==> src/rtl/alu_div_pkg.sv <==
// +----------------------------------------------------------------------+
// | alu_div_pkg : shared types and constants for the iterative divider   |
// | Revision    : 1.0                                                    |
// +----------------------------------------------------------------------+
`default_nettype none

package alu_div_pkg;

  typedef enum logic [1:0] {
    IDLE = 2'd0,
    RUN  = 2'd1,
    FIX  = 2'd2
  } div_state_t;

  localparam int                   DIV_WIDTH    = 16;
  localparam int                   DIV_CNT_W    = $clog2(DIV_WIDTH);
  localparam logic [DIV_WIDTH-1:0] DIV_MOST_NEG = 16'h8000;

endpackage

`default_nettype wire

==> src/rtl/alu_divider_step.sv <==
// +----------------------------------------------------------------------+
// | div_step : one combinational restoring shift-subtract iteration      |
// | Revision : 1.0                                                       |
// +----------------------------------------------------------------------+
`default_nettype none

module div_step
  import alu_div_pkg::*;
#(
  parameter int WIDTH = DIV_WIDTH
) (
  input  logic [WIDTH:0]   partial_in,
  input  logic             dividend_bit,
  input  logic [WIDTH-1:0] divisor_mag,
  output logic [WIDTH:0]   partial_out,
  output logic             quotient_bit
);

  logic [WIDTH:0] w_shifted;
  logic [WIDTH:0] w_b;
  logic [WIDTH:0] w_g;
  logic [WIDTH:0] w_p;
  logic [WIDTH:0] w_c;
  logic [WIDTH:0] w_diff;

  assign w_shifted = {partial_in[WIDTH-1:0], dividend_bit};
  assign w_b       = ~{1'b0, divisor_mag};
  assign w_g       = w_shifted & w_b;
  assign w_p       = w_shifted ^ w_b;
  assign w_c[0]    = 1'b1;

  // Generate/propagate carry network in subtract mode (carry-in 1, inverted operand)
  for (genvar i = 0; i < WIDTH; i++) begin : g_carry
    assign w_c[i+1] = w_g[i] | (w_p[i] & w_c[i]);
  end

  assign w_diff = w_p ^ w_c;

  // A set bit shifted out of the partial means the shifted value already exceeds the divisor
  assign quotient_bit = partial_in[WIDTH] | ~w_diff[WIDTH];
  assign partial_out  = quotient_bit ? w_diff : w_shifted;

endmodule

`default_nettype wire

==> src/rtl/alu_divider.sv <==
// +----------------------------------------------------------------------+
// | alu_divider : iterative signed restoring divider, 1 quotient bit/clk |
// | Revision    : 1.0                                                    |
// +----------------------------------------------------------------------+
`default_nettype none

module alu_divider
  import alu_div_pkg::*;
#(
  parameter int WIDTH = DIV_WIDTH
) (
  input  logic             clock,
  input  logic             reset_n,
  input  logic             start,
  input  logic [WIDTH-1:0] dividend,
  input  logic [WIDTH-1:0] divisor,
  output logic             busy,
  output logic             done,
  output logic [WIDTH-1:0] quotient,
  output logic [WIDTH-1:0] remainder,
  output logic             div_by_zero,
  output logic             overflow
);

  localparam int               c_cnt_w    = $clog2(WIDTH);
  localparam logic [WIDTH-1:0] c_most_neg = {1'b1, {(WIDTH-1){1'b0}}};

  div_state_t         r_state;
  logic [c_cnt_w-1:0] r_count;
  logic [WIDTH:0]     r_partial;
  logic [WIDTH-1:0]   r_quo;
  logic [WIDTH-1:0]   r_dvs_mag;
  logic               r_sign_q;
  logic               r_sign_r;
  logic               r_ovf;
  logic               r_dbz;

  logic [WIDTH-1:0]   w_dvd_mag;
  logic [WIDTH-1:0]   w_dvs_mag;
  logic [WIDTH:0]     w_step_partial;
  logic               w_step_qbit;
  logic [WIDTH-1:0]   w_q_fix;
  logic [WIDTH-1:0]   w_r_fix;

  assign w_dvd_mag = dividend[WIDTH-1] ? (~dividend + WIDTH'(1)) : dividend;
  assign w_dvs_mag = divisor[WIDTH-1]  ? (~divisor + WIDTH'(1))  : divisor;
  assign w_q_fix   = r_sign_q ? (~r_quo + WIDTH'(1)) : r_quo;
  assign w_r_fix   = r_sign_r ? (~r_partial[WIDTH-1:0] + WIDTH'(1)) : r_partial[WIDTH-1:0];

  div_step #(.WIDTH(WIDTH)) u_step (
    .partial_in   (r_partial),
    .dividend_bit (r_quo[WIDTH-1]),
    .divisor_mag  (r_dvs_mag),
    .partial_out  (w_step_partial),
    .quotient_bit (w_step_qbit)
  );

  always_ff @(posedge clock or negedge reset_n) begin
    if (!reset_n) begin
      r_state     <= IDLE;
      r_count     <= '0;
      r_partial   <= '0;
      r_quo       <= '0;
      r_dvs_mag   <= '0;
      r_sign_q    <= 1'b0;
      r_sign_r    <= 1'b0;
      r_ovf       <= 1'b0;
      r_dbz       <= 1'b0;
      busy        <= 1'b0;
      done        <= 1'b0;
      quotient    <= '0;
      remainder   <= '0;
      div_by_zero <= 1'b0;
      overflow    <= 1'b0;
    end else begin
      done <= 1'b0;
      case (r_state)
        IDLE: begin
          if (start) begin
            busy      <= 1'b1;
            r_count   <= '0;
            r_sign_r  <= dividend[WIDTH-1];
            r_dvs_mag <= w_dvs_mag;
            if (divisor == '0) begin
              // Preload FIX so it yields -1 and hands the dividend back as the remainder
              r_partial <= {1'b0, w_dvd_mag};
              r_quo     <= WIDTH'(1);
              r_sign_q  <= 1'b1;
              r_dbz     <= 1'b1;
              r_ovf     <= 1'b0;
              r_state   <= FIX;
            end else begin
              r_partial <= '0;
              r_quo     <= w_dvd_mag;
              r_sign_q  <= dividend[WIDTH-1] ^ divisor[WIDTH-1];
              r_dbz     <= 1'b0;
              r_ovf     <= (dividend == c_most_neg) && (divisor == '1);
              r_state   <= RUN;
            end
          end
        end
        RUN: begin
          r_partial <= w_step_partial;
          r_quo     <= {r_quo[WIDTH-2:0], w_step_qbit};
          r_count   <= r_count + c_cnt_w'(1);
          if (r_count == c_cnt_w'(WIDTH - 1)) begin
            r_state <= FIX;
          end
        end
        FIX: begin
          quotient    <= w_q_fix;
          remainder   <= w_r_fix;
          div_by_zero <= r_dbz;
          overflow    <= r_ovf;
          done        <= 1'b1;
          busy        <= 1'b0;
          r_state     <= IDLE;
        end
        default: r_state <= IDLE;
      endcase
    end
  end

endmodule

`default_nettype wire

==> config.mk <==
export PLATFORM = sky130hd
export DESIGN_NAME = alu_divider
export DESIGN_NICKNAME = d
export VERILOG_FILES = /design/src/rtl/alu_div_pkg.sv /design/src/rtl/alu_divider_step.sv /design/src/rtl/alu_divider.sv
export SDC_FILE = /design/constraint.sdc
export NUM_CORES = 1
export LEC_CHECK = 0
export ABC_AREA = 0
export ABC_CLOCK_PERIOD_IN_PS = 11900
export BUFFER_PORTS_ARGS = -buffer_cell sky130_fd_sc_hd__buf_2
export CAP_MARGIN = 20
export CORE_UTILIZATION = 63
export DETAILED_ROUTE_END_ITERATION = 16
export PLACE_DENSITY_LB_ADDON = 0.15
export REMOVE_ABC_BUFFERS = 1
export SYNTH_ARGS = -nofsm -noshare
export SYNTH_HDL_FRONTEND = slang
export SYNTH_SLANG_ARGS = --single-unit
export TNS_END_PERCENT = 30
==> constraint.sdc <==
create_clock -name clock -period 11.9 [get_ports clock]
set_clock_uncertainty 0.1 [all_clocks]
set_input_delay 2.38 -clock clock [delete_from_list [all_inputs] [get_ports clock]]
set_output_delay 2.38 -clock clock [all_outputs]
set_load 0.1 [all_outputs]
==> summary.txt, run 1 <==
CTS
  • Cts bufs inserted: 9
  • Worst-Skew Late Latency: 0.37 ns
  • Clock root cell: clkbuf_8
  • Clock transition at the registers of the reported paths: 0.10 ns
  • Post-CTS setup buffer count: 0
  • CTS tree: built
  • CTS H-tree depth: 3
  • CTS Sinks: 95
  • # hold bufs at CTS: 0
  • Post-CTS Resized: 0
  • Deepest clock path buffer count: 2

Finish
  • Area Overhead vs Synth: 11.0%
  • Leading cell type in the layout, fill and taps excluded: nand2_1
  • Ant. Diodes: 0
  • Commonest cells after routing, fill and taps aside: nand2_1 (113), dfrtp_1 (95), o21ai_0 (76), buf_2 (69), xor2_1 (32)
  • Final layout net count: 697
  • Fraction of layout cells with a size suffix above 1: about 17%

STA
  • Fin. max-slew vios: 0
  • Setup Total Neg Slack: 0 ns
  • Minimum clock period after layout: 8.27 ns
  • Final setup vio count: 0
  • Setup slack after layout: ~3.6 ns
  • Worst slew margin: between 30% and 40%
  • Fin. Hold Viols: 0
  • Fin crit share: 69.5%
  • Peak Freq: 0.121 GHz
  • Worst-Margin Slew: 1.00 ns
  • RSZ-0062 raised after global routing: false

GRT
  • First-pass GRT wire length: 21300 µm
  • Largest net degree at the start of global routing: 68
  • Vias in the first global route: 4374
  • Initial antenna violation count: 0
  • Remaining global-route overflow: 0
  • Total GRT Usage: 31.1%

Power
  • Pwr dens: 308 nW/µm²
  • Tot Pwr: ~0.0019 W
  • Static leakage: 2.80 nW
  • Max VDD drop: 0.000144 V

Critical path
  • Chain of cells forming the critical path: inv_1 > ha_1 > fa_1 > fa_1 > fa_1 > fa_1 > fa_1 > fa_1 > fa_1 > fa_1 > fa_1 > fa_1 > fa_1 > fa_1 > fa_1 > fa_1 > fa_1 > nand2b_1 > a21o_1 > mux2i_1 > a221oi_1 > a21oi_1
  • Crit path capture type: register
  • Crit path buffers/inverters: 1
  • R2r setup slk: about 3.6 ns
  • Critical path type: register to register
  • Startpoint types: register
  • Worst Reg-to-Reg Cells: 22
  • Crit path top cell by count: fa_1
  • Family with the most delay on the worst path: adder cells
  • Reg2reg end: r_partial[1]
  • Critical-path top delay cell: a21o_1
  • Critical path arrival: 8.41 ns
  • Delay of the slowest critical-path stage: ~0.74 ns
  • Worst EP required: 12.04 ns
  • Max Fanout on Critical Path: 31
  • R2R Path Start: r_quo[15]

Logic synthesis
  • Mapped Cells: 587
  • Ranking of synthesized cells by area: dfrtp_1 (43%), nand2_1 (7.8%), o21ai_0 (6.9%)
  • Complex-gate fraction of the synthesized area: 19.4%
  • #FFs+latches synth: 95
  • Ys Warns: 0
  • Sequential element share of the synthesized area: 43.3%
  • Mean Syn Cell Area: 9.35 µm²
  • Mux contribution to synthesized area: 1.09%
  • Synth top area share: 43.3%
  • Largest family of logic cells by synthesized area: compound AO/OA/AOI/OAI gates
  • Adder-Cell Fraction of Synth Area: 7.07%
  • Synth Area in XOR/XNOR: 8.78%
  • Unique masters post-synth: 49
  • Largest area contributor in the netlist: dfrtp_1
  • Synth Cell Area: 5490 µm²
  • Post-Synth Simple-Gate Area: about 16%

Drt
  • Via density: 6.06
  • DR pass1 iterations: 5
  • DR WL/cell: 17.5 µm
  • DRC: 0
  • DRT Wirelength: 13100 µm
  • Antenna Nets Post-Route: 0
  • Initial DRC Count: around 270
  • Routed via count: approximately 4500

Die
  • Row count: 33
  • Core Area: ~8300 µm²
  • Die Area: 9090 µm²
  • Die W: 95.3 µm
  • Die Ht: 95.3 µm
  • Initial Utilization: 65.8%
  • Boundary Pins: 71

Hold path
  • Worst Hold Class: register to register
  • Hold Crit Depth: 2
  • HP Start: quotient[8]
  • Hold Path Sink: quotient[8]

Flow run
  • Max cap viols: 0

Place
  • IO Port Bufs: 70
  • Pre-CTS WS: 3.74 ns
  • GP Congestion: 0.829
  • Detailed placer's ending HPWL: 9520 µm

Status
  • Status: finished clean
==> layout make-up <==
class	count	area, µm²
multi-input cells	435	2900
flip-flops and latches	95	2380
fillers	650	2250
repair buffers	75	390
clock buffers	11	141
well taps	105	131
inverters	24	90.1
clock inverters	5	63.8
==> registers in the layout, indices dropped and copies added, names as in the netlist <==
| name | cells |
|---|---|
| quotient | 16 |
| div_by_zero | 1 |
| r_dbz | 1 |
| r_partial | 17 |
| done | 1 |
| r_ovf | 1 |
| busy | 1 |
| r_sign_q | 1 |
| r_count | 4 |
| r_state | 2 |
| r_sign_r | 1 |
| remainder | 16 |
| r_dvs_mag | 16 |
| r_quo | 16 |
| overflow | 1 |
==> metal layers <==
| layer | routed length (µm) | part of all wire (%) | global-route usage [%] | vias up |
|---|---|---|---|---|
| met1 | 5790 | 44 | 42.2 | 2218 |
| li1 | - | - | - | 2159 |
| met4 | 294 | 2.2 | 11.5 | 0 |
| met2 | 6290 | 48 | 50.2 | 145 |
| met3 | 710 | 5.4 | 5.34 | 26 |
| met5 | 0 | 0 | 0 | - |
==> synthesized netlist by cell type (all sizes together) <==
| cell | number |
|---|---|
| a211oi | 2 |
| a21boi | 1 |
| a21o | 1 |
| a21oi | 7 |
| a221o | 4 |
| a221oi | 2 |
| a22oi | 9 |
| a31oi | 1 |
| and3 | 3 |
| buf | 4 |
| clkbuf | 29 |
| dfrtp | 95 |
| fa | 15 |
| ha | 7 |
| inv | 24 |
| mux2i | 6 |
| nand2 | 114 |
| nand2b | 5 |
| nand3 | 12 |
| nand4 | 6 |
| nand4b | 1 |
| nor2 | 14 |
| nor2b | 6 |
| nor3 | 5 |
| nor4 | 7 |
| o211ai | 26 |
| o21a | 3 |
| o21ai | 78 |
| o21bai | 1 |
| o31a | 3 |
| o31ai | 16 |
| o41ai | 7 |
| or2 | 2 |
| or3 | 5 |
| or3b | 1 |
| or4 | 8 |
| or4b | 2 |
| xnor2 | 23 |
| xor2 | 32 |
==> how the worst max path moves through the flow <==
stage	start	endpoint	slack [ns]	cells past startpoint
6_report	r_quo[15]	r_partial[1]	3.63	22
5_1_grt	r_quo[15]	r_partial[1]	3.31	22
4_1_cts	r_quo[15]	r_partial[1]	3.70	22
3_5_place_dp	r_quo[15]	r_partial[1]	3.74	22
3_3_place_gp	r_quo[15]	r_partial[2]	3.94	22
2_1_floorplan	r_quo[15]	r_partial[1]	4.24	22
==> cell families (layout without fill, tap and decap cells) <==
logic type,Yosys count,count (layout)
muxes,6,6
DFF,95,95
buffers and inverters,57,115
AOI/OAI and AO/OA,161,161
xor gates and xnor gates,55,55
adders and majority gates,22,22
and+or+nand+nor,191,191
==> power by group <==
group	switching (W)	internal [W]
logic	0.000691	0.000361
clock network	0.000119	0.000105
registers	0.000141	0.000460
==> through the flow <==
step | instances | hold slack (ns) | utilization (%) | cell area (µm²)
finish | 750 | 0.380 | 73.0 | 6090
global route | 750 | 0.416 | 73.0 | 6090
CTS | 749 | 0.387 | 72.9 | 6080
detailed placement | 733 | 0.364 | 70.5 | 5880
global placement | 733 | 0.356 | 70.5 | 5880
floorplan | 554 | 0.339 | - | 5350
==> worst min-delay path: stages (launching register included) <==
cell and delay [ns]:
dfrtp_1 0.35, nand2_1 0.05, o21ai_0 0.06
(Power assumes the default switching activity.)
==> inputs of run 2 (changes only) <==
- ABC_CLOCK_PERIOD_IN_PS: 11900 -> 7500
- CORE_UTILIZATION: 63 -> 53
- clock period: 11.9 -> 7.5 ns (I/O delays scaled with it)
==> run 2 against run 1 <==
  * Core utilization decreased by 9.6 points
  * Hold slack better by 0.00093 ns
  * Maximum frequency rose by 14%
  * Highest routed layer unchanged
  * Critical endpoint is now r_partial[4]
==> summary.txt, run 2 (synthesized netlist as in run 1, its figures left out) <==
STA
  • RSZ-0062 raised after global routing: false
  • Fin. Hold Viols: 0
  • Fin. max-slew vios: 0
  • Setup slack after layout: 0.265 ns
  • Final setup vio count: 0
  • Hold WS: approximately 0.38 ns
  • Peak Freq: approximately 0.14 GHz
  • Worst slew margin: between 40% and 50%
  • Setup Total Neg Slack: 0 ns
  • Minimum clock period after layout: 7.24 ns
  • Fin crit share: 96.5%
  • Worst-Margin Slew: 0.772 ns

Drt
  • Routed via count: 4572
  • Antenna Nets Post-Route: 0
  • DR WL/cell: around 17 µm
  • DRT Wirelength: 13500 µm
  • DRC: 0
  • DR pass1 iterations: 4
  • Initial DRC Count: 230
  • Via density: 5.78

GRT
  • First-pass GRT wire length: 22600 µm
  • Initial antenna violation count: 0
  • Remaining global-route overflow: 0
  • Largest net degree at the start of global routing: 68
  • Total GRT Usage: 26.6%
  • Vias in the first global route: 4534

Power
  • Pwr dens: 494 nW/µm²
  • Static leakage: 2.87 nW
  • Max VDD drop: 0.000254 V

Finish
  • Commonest cells after routing, fill and taps aside: nand2_1 (113), dfrtp_1 (95), o21ai_0 (76), buf_2 (69), xor2_1 (32)
  • Max FFs per register: 17
  • Fraction of layout cells with a size suffix above 1: 20.7%
  • Leading cell type in the layout, fill and taps excluded: nand2_1
  • Most flops, register: r_partial
  • Ant. Diodes: 0
  • Area Overhead vs Synth: 14.5%
  • Final layout net count: 710
  • Post-layout util: 63.4%
  • Non-Filler Cell Area, Final: roughly 6300 µm²

Place
  • GP Congestion: 0.892
  • Pre-CTS WS: -0.318 ns
  • Detailed placer's ending HPWL: 9520 µm
  • Area after DPL: 5990 µm²
  • IO Port Bufs: 70

Critical path
  • Delay of the slowest critical-path stage: 0.39 ns
  • Critical path arrival: 7.40 ns
  • Crit path buffers/inverters: 1
  • Critical-path top delay cell: dfrtp_1
  • Family with the most delay on the worst path: adder cells
  • Worst Reg-to-Reg Cells: 21
  • Critical Path Source: r_dvs_mag[0]
  • Reg2reg end: r_partial[4]
  • Worst EP required: 7.66 ns
  • Startpoint types: register
  • Max Fanout on Critical Path: 8
  • Chain of cells forming the critical path: ha_1 > fa_1 > fa_2 > fa_2 > fa_2 > fa_2 > fa_1 > fa_2 > fa_2 > fa_2 > fa_1 > fa_1 > fa_1 > fa_1 > fa_2 > fa_2 > nand2b_4 > a21o_4 > buf_4 > o211ai_1 > o211ai_2
  • Crit path top cell by count: fa_2
  • R2R Path Start: r_dvs_mag[0]
  • Setup crit end: r_partial[4]
  • Crit path capture type: register
  • Worst path depth: 21
  • R2r setup slk: roughly 0.26 ns
  • Critical path type: register to register

Die
  • Die W: 104 µm
  • Die Ht: 104 µm
  • Boundary Pins: between 70 and 80
  • Core Area: 9910 µm²
  • Row count: 36
  • Die Area: 10800 µm²
  • Initial Utilization: 55.4%

CTS
  • Cts bufs inserted: 9
  • Clock root cell: clkbuf_8
  • # hold bufs at CTS: 0
  • CTS Sinks: between 90 and 100
  • Clock transition at the registers of the reported paths: around 0.10 ns
  • CTS tree: built
  • Deepest clock path buffer count: 2
  • Worst-Skew Late Latency: around 0.38 ns
  • CTS H-tree depth: 3

Flow run
  • Max cap viols: 0

Hold path
  • HP Start: quotient[11]
  • Worst Hold Class: register to register

Status
  • Status: finished clean
-- run 2: cell count changes in the layout (fill, tap and decap cells not counted), moves of 2 or more --
cell      before  now
fa_2           0    9
buf_4          6   17
clkbuf_8      10   12
fa_1          15    6
-- run 2: final cells by class --
cell class	count	area (µm²)
fillers	862	3620
multi-input cells	436	2940
flip-flops and latches	95	2380
repair buffers	87	493
well taps	133	166
clock buffers	12	165
inverters	24	90.1
clock inverters	4	51.3
-- run 2: worst min-delay path, stage by stage (launching register included) --
cell and delay [ns]:
dfrtp_1 0.34, nand2_1 0.05, o21ai_0 0.06
-- run 2: how the worst min path moves through the flow --
stage                                to  slack (ns)  cells after the start
after floorplan             div_by_zero        0.34                      2
after global placement     quotient[11]        0.36                      2
after detailed placement    quotient[3]        0.37                      2
after CTS                  remainder[7]        0.39                      2
after global routing      remainder[13]        0.40                      2
final                      quotient[11]        0.38                      2
-- run 2: stage by stage --
step                power, W  std cells
floorplan            0.00221        554
global placement     0.00263        772
detailed placement   0.00268        772
CTS                  0.00309        789
global route         0.00333        791
finish               0.00310        791
-- run 2: what timing repair did --
| action | CTS | global route |
|---|---|---|
| setup endpoints to repair | 17 | 16 |
| pin swaps | 2 | 1 |
| gates resized for setup | 6 | 6 |
| gates cloned | 1 | 0 |
| setup buffers | 0 | 0 |
-- run 2: layer usage --
metal	GRT usage (%)	share of wire [%]	up-vias
met5	0	0	-
met4	9.18	1.8	0
met3	3.46	4.8	15
met2	43.5	48	124
met1	36.6	45	2238
li1	-	-	2195
-- run 2: where the power goes --
| group | leakage [nW] | switching, W | internal [W] |
|---|---|---|---|
| registers | 1.21 | 0.000228 | 0.000729 |
| clock network | 0.109 | 0.000191 | 0.000182 |
| logic | 1.55 | 0.00112 | 0.000648 |
==> inputs of run 3 (changes only) <==
- BUFFER_PORTS_ARGS: -buffer_cell sky130_fd_sc_hd__buf_2 -> -buffer_cell sky130_fd_sc_hd__buf_4
==> run 3 against run 2 <==
  * Critical endpoint is now r_partial[2]
  * Final cell count is 0.38% lower
  * Die area stayed put
  * Critical path depth is 2 higher
  * Final area is 1.7% higher
==> summary.txt, run 3 (synthesized netlist as in run 1, its figures left out) <==
CTS
  • Worst-Skew Late Latency: ~0.38 ns
  • Deepest clock path buffer count: 2
  • CTS Sinks: 95
  • Clock transition at the registers of the reported paths: 0.09 ns
  • CTS H-tree depth: 3
  • CTS tree: built
  • Cts bufs inserted: 9
  • Post-CTS setup buffer count: 0
  • Clock root cell: clkbuf_8

STA
  • Worst-Margin Slew: 0.708 ns
  • Peak Freq: around 0.14 GHz
  • Hold WS: 0.385 ns
  • Fin crit share: 97.9%
  • Setup Total Neg Slack: 0 ns
  • Final setup vio count: 0
  • Fin. Hold Viols: 0
  • Worst slew margin: 52.4%
  • Fin. max-slew vios: 0
  • Minimum clock period after layout: about 7.3 ns

GRT
  • Vias in the first global route: 4443
  • First-pass GRT wire length: 22500 µm
  • Largest net degree at the start of global routing: 68
  • Initial antenna violation count: 0
  • Grt peak-use layer: met2
  • M2 GR Usage: 42.8%
  • Remaining global-route overflow: 0
  • Met3 GRT Util: 2.83%
  • Total GRT Usage: between 20% and 30%
  • Met1 usage: 37.2%

Flow run
  • Max cap viols: 0

Finish
  • Area of the multi-input gates: a little under 3000 µm²
  • Fin cells: 788
  • Max FFs per register: 17
  • Fillers: 886
  • Final layout net count: 707
  • Post-layout util: 64.5%
  • Most flops, register: r_partial
  • Leading cell type in the layout, fill and taps excluded: nand2_1
  • Commonest cells after routing, fill and taps aside: nand2_1 (113), dfrtp_1 (95), buf_4 (82), o21ai_0 (76), xor2_1 (32)
  • Area Overhead vs Synth: 16.5%
  • Ant. Diodes: 0
  • Fraction of layout cells with a size suffix above 1: 20.0%
  • Seq. cell area: 2380 µm²

Critical path
  • Critical path type: register to register
  • Startpoint types: register
  • Crit path top cell by count: fa_2
  • Critical-path top delay cell: fa_1
  • Max Fanout on Critical Path: 9
  • Delay of the slowest critical-path stage: 0.40 ns
  • Worst EP required: 7.65 ns
  • Crit path capture type: register
  • R2r setup slk: 0.16 ns
  • Chain of cells forming the critical path: inv_1 > ha_1 > fa_1 > fa_2 > fa_2 > fa_2 > fa_2 > fa_2 > fa_2 > fa_2 > fa_2 > fa_1 > fa_1 > fa_1 > fa_1 > fa_2 > fa_2 > nand2b_1 > a21o_1 > buf_12 > mux2i_1 > a221oi_1 > a21oi_1
  • Critical path arrival: 7.49 ns

Die
  • Initial Utilization: 55.4%
  • Die W: 104 µm
  • Die Area: 10800 µm²
  • Boundary Pins: slightly above 70
  • Core Area: 9910 µm²
  • Die Ht: slightly above 100 µm
  • Row count: 36

Power
  • Max VDD drop: 0.000234 V
  • Pwr dens: 480 nW/µm²
  • Switching share of power: 50.1%
  • Flop pwr share: between 30% and 40%
  • Static leakage: ~2.9 nW
  • Power Internal: 0.00153 W
  • Switch Pwr: 0.00154 W
  • Clk pwr share: 10.0%
  • Combinational Power Share: 58.6%

Drt
  • Routed via count: 4546
  • Antenna Nets Post-Route: 0
  • Via density: a little under 6
  • DRT Wirelength: 13500 µm
  • DR WL/cell: 17.1 µm
  • DRC: 0
  • Initial DRC Count: 279
  • DR pass1 iterations: 5

Hold path
  • Worst Hold Class: register to register

Place
  • Detailed placer's ending HPWL: 9760 µm
  • Cell total after placement: 770
  • GP Congestion: 0.904
  • IO Port Bufs: 70

Status
  • Status: finished clean
## run 3: layout make-up
cell class | instances | share of cell area (%)
timing repair buffer | 85 | 10.4
tap | 133 | 2.60
clock buffer | 10 | 2.00
clock inverter | 6 | 0.705
multi-input combinational | 435 | 45.7
inverter | 24 | 1.41
sequential | 95 | 37.2
## run 3: timing repair
action,4_1_cts,5_1_grt
hold endpoints to repair,0,0
pin swaps,1,3
gates resized for setup,8,3
setup endpoints to repair,17,17
hold buffers,0,0
## run 3: power by group through the flow
| stage | Clock [W] | Sequential [W] | Combinational, W |
|---|---|---|---|
| finish | 0.000308 | 0.000962 | 0.00180 |
| floorplan | 0 | 0.00130 | 0.000906 |
| detailed placement | 0 | 0.000965 | 0.00176 |
| global placement | 0 | 0.000954 | 0.00172 |
| CTS | 0.000314 | 0.000958 | 0.00179 |
| global route | 0.000334 | 0.000991 | 0.00197 |
## run 3: path summary, 6_finish.rpt
kind / startpoint / endpoint / cells after the start
max in group asynchronous: reset_n / remainder[3] / 2
worst min-delay path: quotient[8] / quotient[8] / 2
worst max register to register: r_quo[15] / r_partial[2] / 23
worst max-delay path: r_quo[15] / r_partial[2] / 23
worst min register to register: quotient[8] / quotient[8] / 2
min in group asynchronous: reset_n / r_partial[12] / 1
## run 3: critical path: cells and delay by family, from the launching register on
family          cells  cell delay [ns]
simple gates        1             0.17
buf+inv             2             0.21
flops               1             0.36
fa+ha+maj          16             5.76
mux                 1             0.11
compound gates      3             0.54
## run 3: per-layer routing
layer | share of wire, % | wire [µm] | up-vias
li1 | - | - | 2186
met1 | 46 | 6140 | 2202
met2 | 48 | 6470 | 138
met3 | 4.5 | 612 | 20
met4 | 1.7 | 235 | 0
met5 | 0 | 0 | -
## run 3: stage by stage
step / setup WS [ns] / power, W / instance area, µm²
3_5_place_dp: -0.339 / 0.00272 / 6160
6_report: 0.155 / 0.00307 / 6390
4_1_cts: 0.0452 / 0.00306 / 6360
3_3_place_gp: -0.104 / 0.00267 / 6160
2_1_floorplan: -0.157 / 0.00221 / 5350
5_1_grt: -0.0124 / 0.00330 / 6390
